**src/rtl/rom_loader.sv**
```systemverilog
// rom_loader: strips an optional copier header from the ioctl word stream and queues words to SDRAM
module rom_loader #(
    parameter int FIFO_DEPTH = 4,
    parameter int ADDR_W     = 24
) (
    input  logic              clk_sys,
    input  logic              reset,
    input  logic              ioctl_download,
    input  logic              ioctl_wr,
    input  logic [24:0]       ioctl_addr,
    input  logic [15:0]       ioctl_dout,
    input  logic [23:0]       ioctl_filesize,
    output logic              mem_req,
    output logic [ADDR_W-1:0] mem_addr,
    output logic [15:0]       mem_din,
    input  logic              mem_ack,
    output logic              rom_loaded,
    output logic [ADDR_W-1:0] rom_mask,
    output logic              overflow
);
    localparam int PW = $clog2(FIFO_DEPTH);
    typedef enum logic [1:0] {IDLE, LOAD, DRAIN, DONE} state_t;
    state_t state;
    logic [ADDR_W+15:0] fifo [FIFO_DEPTH];
    logic [PW-1:0] rd, wr;
    logic [PW:0] count;
    logic dl_q, hdr, rise, fall, pop, push, accept, full;
    logic [ADDR_W:0] size, eff2, size_m1;
    logic [ADDR_W-1:0] eff, smear;
    logic unused;
    assign unused = ^{ioctl_filesize[23:10], size_m1[ADDR_W]};
    // Edge detection, FIFO handshake decode, effective address and mask smear
    always_comb begin
        rise = ioctl_download & ~dl_q;
        fall = ~ioctl_download & dl_q;
        mem_req = count != '0;
        pop = mem_ack & mem_req;
        full = count == (PW+1)'(FIFO_DEPTH);
        push = state == LOAD && ioctl_wr && !(hdr && ioctl_addr < 25'd512);
        accept = push && (!full || pop);
        eff = ADDR_W'(ioctl_addr - (hdr ? 25'd512 : 25'd0));
        eff2 = {1'b0, eff} + (ADDR_W+1)'(2);
        size_m1 = size - (ADDR_W+1)'(1);
        smear = size_m1[ADDR_W-1:0];
        for (int i = 1; i < ADDR_W; i++) smear = smear | (smear >> 1);
        mem_addr = mem_req ? fifo[rd][ADDR_W+15:16] : '0;
        mem_din = mem_req ? fifo[rd][15:0] : '0;
    end
    // Word storage; a slot is only written when it is free or being popped this cycle
    always_ff @(posedge clk_sys) begin
        if (accept) fifo[wr] <= {eff, ioctl_dout};
    end
    // Load FSM, FIFO pointers and registered status outputs
    always_ff @(posedge clk_sys) begin
        if (reset) begin
            state <= IDLE;
            rd <= '0;
            wr <= '0;
            count <= '0;
            dl_q <= 1'b0;
            hdr <= 1'b0;
            size <= '0;
            rom_loaded <= 1'b0;
            rom_mask <= '0;
            overflow <= 1'b0;
        end else begin
            dl_q <= ioctl_download;
            if (rise) begin
                state <= LOAD;
                hdr <= ioctl_filesize[9:0] == 10'd512;
                size <= '0;
                rom_loaded <= 1'b0;
                overflow <= 1'b0;
                rd <= rd + PW'(pop);
                wr <= rd + PW'(mem_req);
                count <= (PW+1)'(mem_req && !pop);
            end else begin
                rd <= rd + PW'(pop);
                wr <= wr + PW'(accept);
                count <= count + (PW+1)'(accept) - (PW+1)'(pop);
                if (push && full && !pop) overflow <= 1'b1;
                if (accept && eff2 > size) size <= eff2;
                if (state == LOAD && fall) state <= DRAIN;
                if (state == DRAIN && !mem_req) begin
                    state <= DONE;
                    rom_loaded <= 1'b1;
                    rom_mask <= (size == '0) ? '0 : smear;
                end
            end
        end
    end
endmodule

```
**config.mk**
```make
export PLATFORM = sky130hd
export DESIGN_NAME = rom_loader
export DESIGN_NICKNAME = d
export VERILOG_FILES = /design/src/rtl/rom_loader.sv
export SDC_FILE = /design/constraint.sdc
export NUM_CORES = 1
export LEC_CHECK = 0
export BUFFER_PORTS_ARGS = -buffer_cell sky130_fd_sc_hd__clkbuf_2
export CAP_MARGIN = 20
export CORE_MARGIN = 3
export CORE_UTILIZATION = 53
export CTS_BUF_LIST = sky130_fd_sc_hd__clkbuf_8 sky130_fd_sc_hd__clkbuf_16
export CTS_CLUSTER_DIAMETER = 50
export DETAILED_ROUTE_END_ITERATION = 10
export HOLD_SLACK_MARGIN = 0.08
export PLACE_DENSITY = 0.82
export SYNTH_ARGS = -nofsm -noshare
export SYNTH_HDL_FRONTEND = slang
export SYNTH_SLANG_ARGS = --single-unit
```
**constraint.sdc**
```tcl
create_clock -name clk_sys -period 4.55 [get_ports clk_sys]
set_input_delay 0.6825 -clock clk_sys [delete_from_list [all_inputs] [get_ports clk_sys]]
set_output_delay 0.6825 -clock clk_sys [all_outputs]
set_load 0.02 [all_outputs]
```
---- Yosys cells after proc, flatten, opt, wreduce, memory -nomap -nowiden ----
Memories as Yosys holds them, arrays and structs flattened. A register that Yosys moved wholly into a read port is not among the register bits.
Index checks and enable logic that the tools add are counted.
Widths: inputs -> output; s select.
word-level totals
  flip-flop bits (word level) ............. 62
  memory bits (writable) .................. 160
  input port bits ......................... 70
  output and inout port bits .............. 67
  logic and storage cells ................. 89
  memories ................................ 1
memories
  name  words  bits a word  read ports  clocked after memory_dff  wr ports  line  text
  fifo  4      40           1           1                         1         24    logic [ADDR_W+15:0] fifo [FIFO_DEPTH];
cells by class
  add/subtract/negate cells ............... 8
  order comparisons ....................... 2
  equal/unequal tests ..................... 4
  mux-type cells .......................... 12
  bitwise gates (word level) .............. 29
  reduce and logical (&&, ||, !) cells .... 21
operators with widths
  kind                   number
  $or 24x23->24          23
  $mux 24                2
  $add 24x2->25 const B  1
  $gt 25x25->1           1
  $logic_not 25->1       1
  $lt 25x10->1 const B   1
  $sub 24x1->24 const B  1
  $sub 24x10->24         1
  $mux 16                1
  $eq 10x10->1 const B   1
  $logic_and 1x1->1      10
  $mux 10                1
  $mux 2                 4
  $add 2x1->2            3
  $reduce_bool 3->1      2
  $logic_not 1->1        4
  $mux 1                 4
  $add 3x1->3            1
  $and 1x1->1            3
  $eq 3x3->1 const B     1
  $not 1->1              3
  $sub 3x1->3            1
  $eq 2x1->1 const B     1
  $eq 2x2->1 const B     1
  other kinds (4)        4

---- Logic depth before layout (Yosys ltp) ----
  depth in word-level cells ............... 25
  mapped depth ............................ 21
  gate-level depth less buffers ........... 18

---- Least setup slack after synthesis ----
No wires, ideal clock.
  path type ............................... input to register
  start point ............................. in ioctl_addr[20]
  end point ............................... mem fifo[1][0] (netlist bit), enable pin
  setup time .............................. 495 ps
  arrival time ............................ 4196 ps
  required time ........................... 4055 ps
  path slack .............................. -142 ps
  stages .................................. 5
  buffers on the path ..................... 0
  path through ............................ nor4_1 > or3b_2 > o21ai_0 > nand2b_1 > nor3b_1
on the way
  cells in the longest elaborated chain, start to end .. 7
ends and longest elaborated chain
  element                       line  text
  from (decl)                   10    input logic [24:0] ioctl_addr,
  $lt 25x10->1                  39    push = state == LOAD && ioctl_wr && !(hdr && ioctl_addr < 25'd512);
  $logic_and 1x1->1             39
  $logic_not 1->1               39
  $logic_and 1x1->1             39
  $logic_and 1x1->1             40    accept = push && (!full || pop);
  $mux 1                        51    if (accept) fifo[wr] <= {eff, ioctl_dout};
  $mux 1 (not written as such)  51
  to (decl)                     24
Every way passes these cells.

---- Worst setup path after layout ----
  start point ............................. reg hdr
  end point ............................... reg size[6]
on the way
  cells in the longest elaborated chain, start to end .. 5
  elaborated cells on any way between the ends .. 9
  classes of those cells .................. add/sub (2); order compare (1); mux (1); reduce/logical (5)
ends and longest elaborated chain
  element                 line  text
  from (decl)             27    logic dl_q, hdr, rise, fall, pop, push, accept, full;
  from (signal assigned)  61    hdr <= 1'b0;
  from (signal assigned)  70    hdr <= ioctl_filesize[9:0] == 10'd512;
  $mux 10                 41    eff = ADDR_W'(ioctl_addr - (hdr ? 25'd512 : 25'd0));
  $sub 24x10->24          41
  $add 24x2->25           42    eff2 = {1'b0, eff} + (ADDR_W+1)'(2);
  via eff2[22]            28    logic [ADDR_W:0] size, eff2, size_m1;
  $gt 25x25->1            82    if (accept && eff2 > size) size <= eff2;
  $logic_and 1x1->1       82
  to (signal assigned)    62    size <= '0;
  to (signal assigned)    71    size <= '0;
  to (signal assigned)    82
  to (decl)               28
The timed path passes the listed nets, and every way through them passes these cells.
A chain may end at the register's enable or synchronous reset.

==> flow_metrics.tcl <==
set metrics [dict create \
    synth_edf_count 160 \
    n_fill_cell 1386 \
    clkPwrFrac_pct 36.3 \
    grt_max_degree 45 \
    drtPass1Iterations 7 \
    cap_violations 0 \
    finalSetupViolCount 0 \
    p_leak_nw 4.94 \
    antenna_found_initial 0 \
    portBuffers 122 \
    synth.avg_cell_area_um2 12.3 \
    fin_nets 1144 \
    die_height_um 150 \
    fin_skew_ps 25.7 \
    finalCritPeriodShare_pct 96.9 \
    ys.flop_type "edfxtp_1" \
    drive_gt1_share_pct 26.3 \
    layout_common_cells "160 x edfxtp_1, 122 x clkbuf_2, 67 x nor2_1" \
    clkLatencyLatePin_ps 520 \
    power_frac_seq_pct 39.0 \
    finalNonFillerCells 1321 \
    yosys_register_bits 222 \
    final_hold_viol_count 0 \
    hold_path.class "input port to flip-flop" \
    crit_type "flip-flop to flip-flop" \
    syn_inst 887 \
    antenna_cells 0 \
    cp-start-kind "flip-flop" \
    crit_arrival_ps 4830 \
    yosysSeqAreaShare_pct 55.3 \
    cts-root-buf "clkbuf_16" \
    final_max_slew_viol_count 0 \
    place_inst 1274 \
    cts.clk_slew.worst_paths_ps 60 \
    globalplace.congestion 0.924 \
    synthDistinctLibCells 73 \
    grt_pass1_wl_um 43100 \
    cts_setup_buffers 0 \
    swShare_pct 28.8 \
    cts_max_level 1 \
    track_usage_pct 24.3 \
    relSlewSlack_pct 32.0 \
    first_iter_violations 697 \
    vias 7923 \
    utilization_pct 65.8 \
    post_drt_via_cell_ratio 6.00 \
    postRouteAntennaNets 0 \
    peakVddDrop_v 0.000263 \
    start_util_pct 55.1 \
    worst_pin_slew_ps 1020 \
    powerDensity_nw_per_um2 456 \
    worstPathRequired_ps 4970 \
    internal_power_w 0.00424 \
    yosysWarnings 0 \
    async_flop_share_pct 0 \
    cts_buffers 25 \
    drc 0 \
    pwr-share-comb_pct 24.7 \
    cts_tree "done" \
    design.die.area_um2 22400 \
    wl_per_cell_um 20.5 \
    cts_buffer_depth 3 \
    status "complete, no violations" \
    fp.coreArea_um2 19800 \
    finalWirelength_um 27000 \
    grt_pass1_vias 7917 \
    gr-total-overflow 0 \
    holdBufCountCts 0 \
    power_switching_w 0.00171 \
    synth_area_um2 10900 \
    timing.fmax_mhz 227 \
    critPathCaptureType "flip-flop" \
    fp-row-count 51 \
    ioPinCount 137 \
    dp_hpwl_um 17900 \
    die_width_um 150 \
    period_needed_ps 4410 \
    synthesis.nets 994 \
    final_common_cell "edfxtp_1" \
    area_growth_pct 19.5 \
    clock_sinks 222 \
    path_max_fanout 19 \
]
critical path, cell delays in order, from the launching register on:
cell	delay [ps]
dfxtp_1	440
ha_1	260
nand2b_1	90
or4_1	520
or3b_1	460
a2111oi_4	410
nand3_1	180
xnor2_2	170
ha_1	310
a21o_1	180
a21o_1	180
a21oi_1	230
nand2_1	80
o211ai_1	90
a31o_2	200
buf_12	170
nor2_1	60
a211oi_1	270
kinds of logic after synthesis:
logic type	synth area share, %
AND/OR/NAND/NOR	15.9
XOR/XNOR	3.69
buffers and inverters	3.23
flip-flops	55.3
multiplexers	9.98
AO/OA/AOI/OAI	7.57
adder cells (fa/ha/maj)	4.30
sequential cells by signal (all words and copies together), names as in the netlist:
name,count
rd,2
state,2
overflow,1
rom_loaded,1
rom_mask,24
fifo,160
count,3
wr,2
hdr,1
dl_q,1
size,25
power by group through the flow:
stage               Clock, W  Sequential [W]  Combinational (W)
global placement           0         0.00236            0.00142
floorplan                  0         0.00232            0.00104
global route         0.00227         0.00233            0.00160
detailed placement         0         0.00237            0.00144
CTS                  0.00219         0.00233            0.00147
finish               0.00216         0.00232            0.00147
Yosys cell counts, types with 4 or more instances:
library cell | n | area [um^2]
clkbuf_1 | 39 | 146
ha_1 | 36 | 450
nor3_1 | 26 | 130
a211oi_1 | 12 | 90.1
inv_1 | 46 | 173
nand2_1 | 51 | 191
nor4_1 | 18 | 113
nand3_1 | 20 | 100
o31ai_1 | 5 | 37.5
a21o_1 | 10 | 75.1
mux4_2 | 40 | 901
and3_1 | 6 | 37.5
a22oi_1 | 7 | 52.6
edfxtp_1 | 160 | 4800
and2_1 | 41 | 257
nand3b_1 | 6 | 45.0
o21ai_0 | 20 | 100
or3_1 | 6 | 37.5
xor2_1 | 15 | 131
a21oi_1 | 28 | 140
mux2i_1 | 19 | 190
nor2b_1 | 9 | 56.3
o21a_1 | 5 | 37.5
xnor2_1 | 31 | 272
dfxtp_1 | 62 | 1240
nor2_1 | 69 | 259
nand4_1 | 25 | 156
o211ai_1 | 4 | 30.0
nand2b_1 | 6 | 37.5
stage by stage:
stage | setup WS (ps) | power [W] | area, um^2 | hold slack (ps) | TNS [ps]
after global placement | -88.3 | 0.00378 | 12100 | 427 | -1770
after CTS | 77.7 | 0.00599 | 13000 | 367 | 0
after floorplan | 12.3 | 0.00336 | 10900 | 450 | 0
after detailed placement | -253 | 0.00382 | 12100 | 439 | -5530
after global routing | -16.7 | 0.00620 | 13100 | 381 | -56.1
final | 140 | 0.00595 | 13100 | 382 | 0
repair_timing:
item	4_1_cts	5_1_grt
pin swaps	0	0
endpoints found under the setup margin	3	25
resized for setup	1	6
final cells by class:
| class | count | area [um^2] | share of cell area [%] |
|---|---|---|---|
| repair buffers | 168 | 993 | 7.61 |
| well taps | 265 | 332 | 2.54 |
| multi-input cells | 574 | 4610 | 35.3 |
| clock inverters | 18 | 235 | 1.80 |
| flip-flops and latches | 222 | 6050 | 46.3 |
| inverters | 46 | 173 | 1.32 |
| clock buffers | 28 | 667 | 5.11 |
layer usage:
metal / up-vias / global-route usage (%) / routed length [um]
met5: - / 0 / 0
met4: 0 / 7.05 / 654
met3: 51 / 3.69 / 1980
met2: 354 / 41.8 / 13500
met1: 3878 / 32.2 / 10900
li1: 3640 / - / -
worst paths after layout:
path / from / to / slack [ps] / cells after the start
max reg2reg: hdr / size[6] / 140 / 17
min reg2reg: rom_mask[7] / rom_mask[7] / 440 / 2
max: hdr / size[6] / 140 / 17
min: ioctl_dout[14] / fifo[0][14] / 380 / 1
Note: power is estimated with default switching activity, not from simulation.
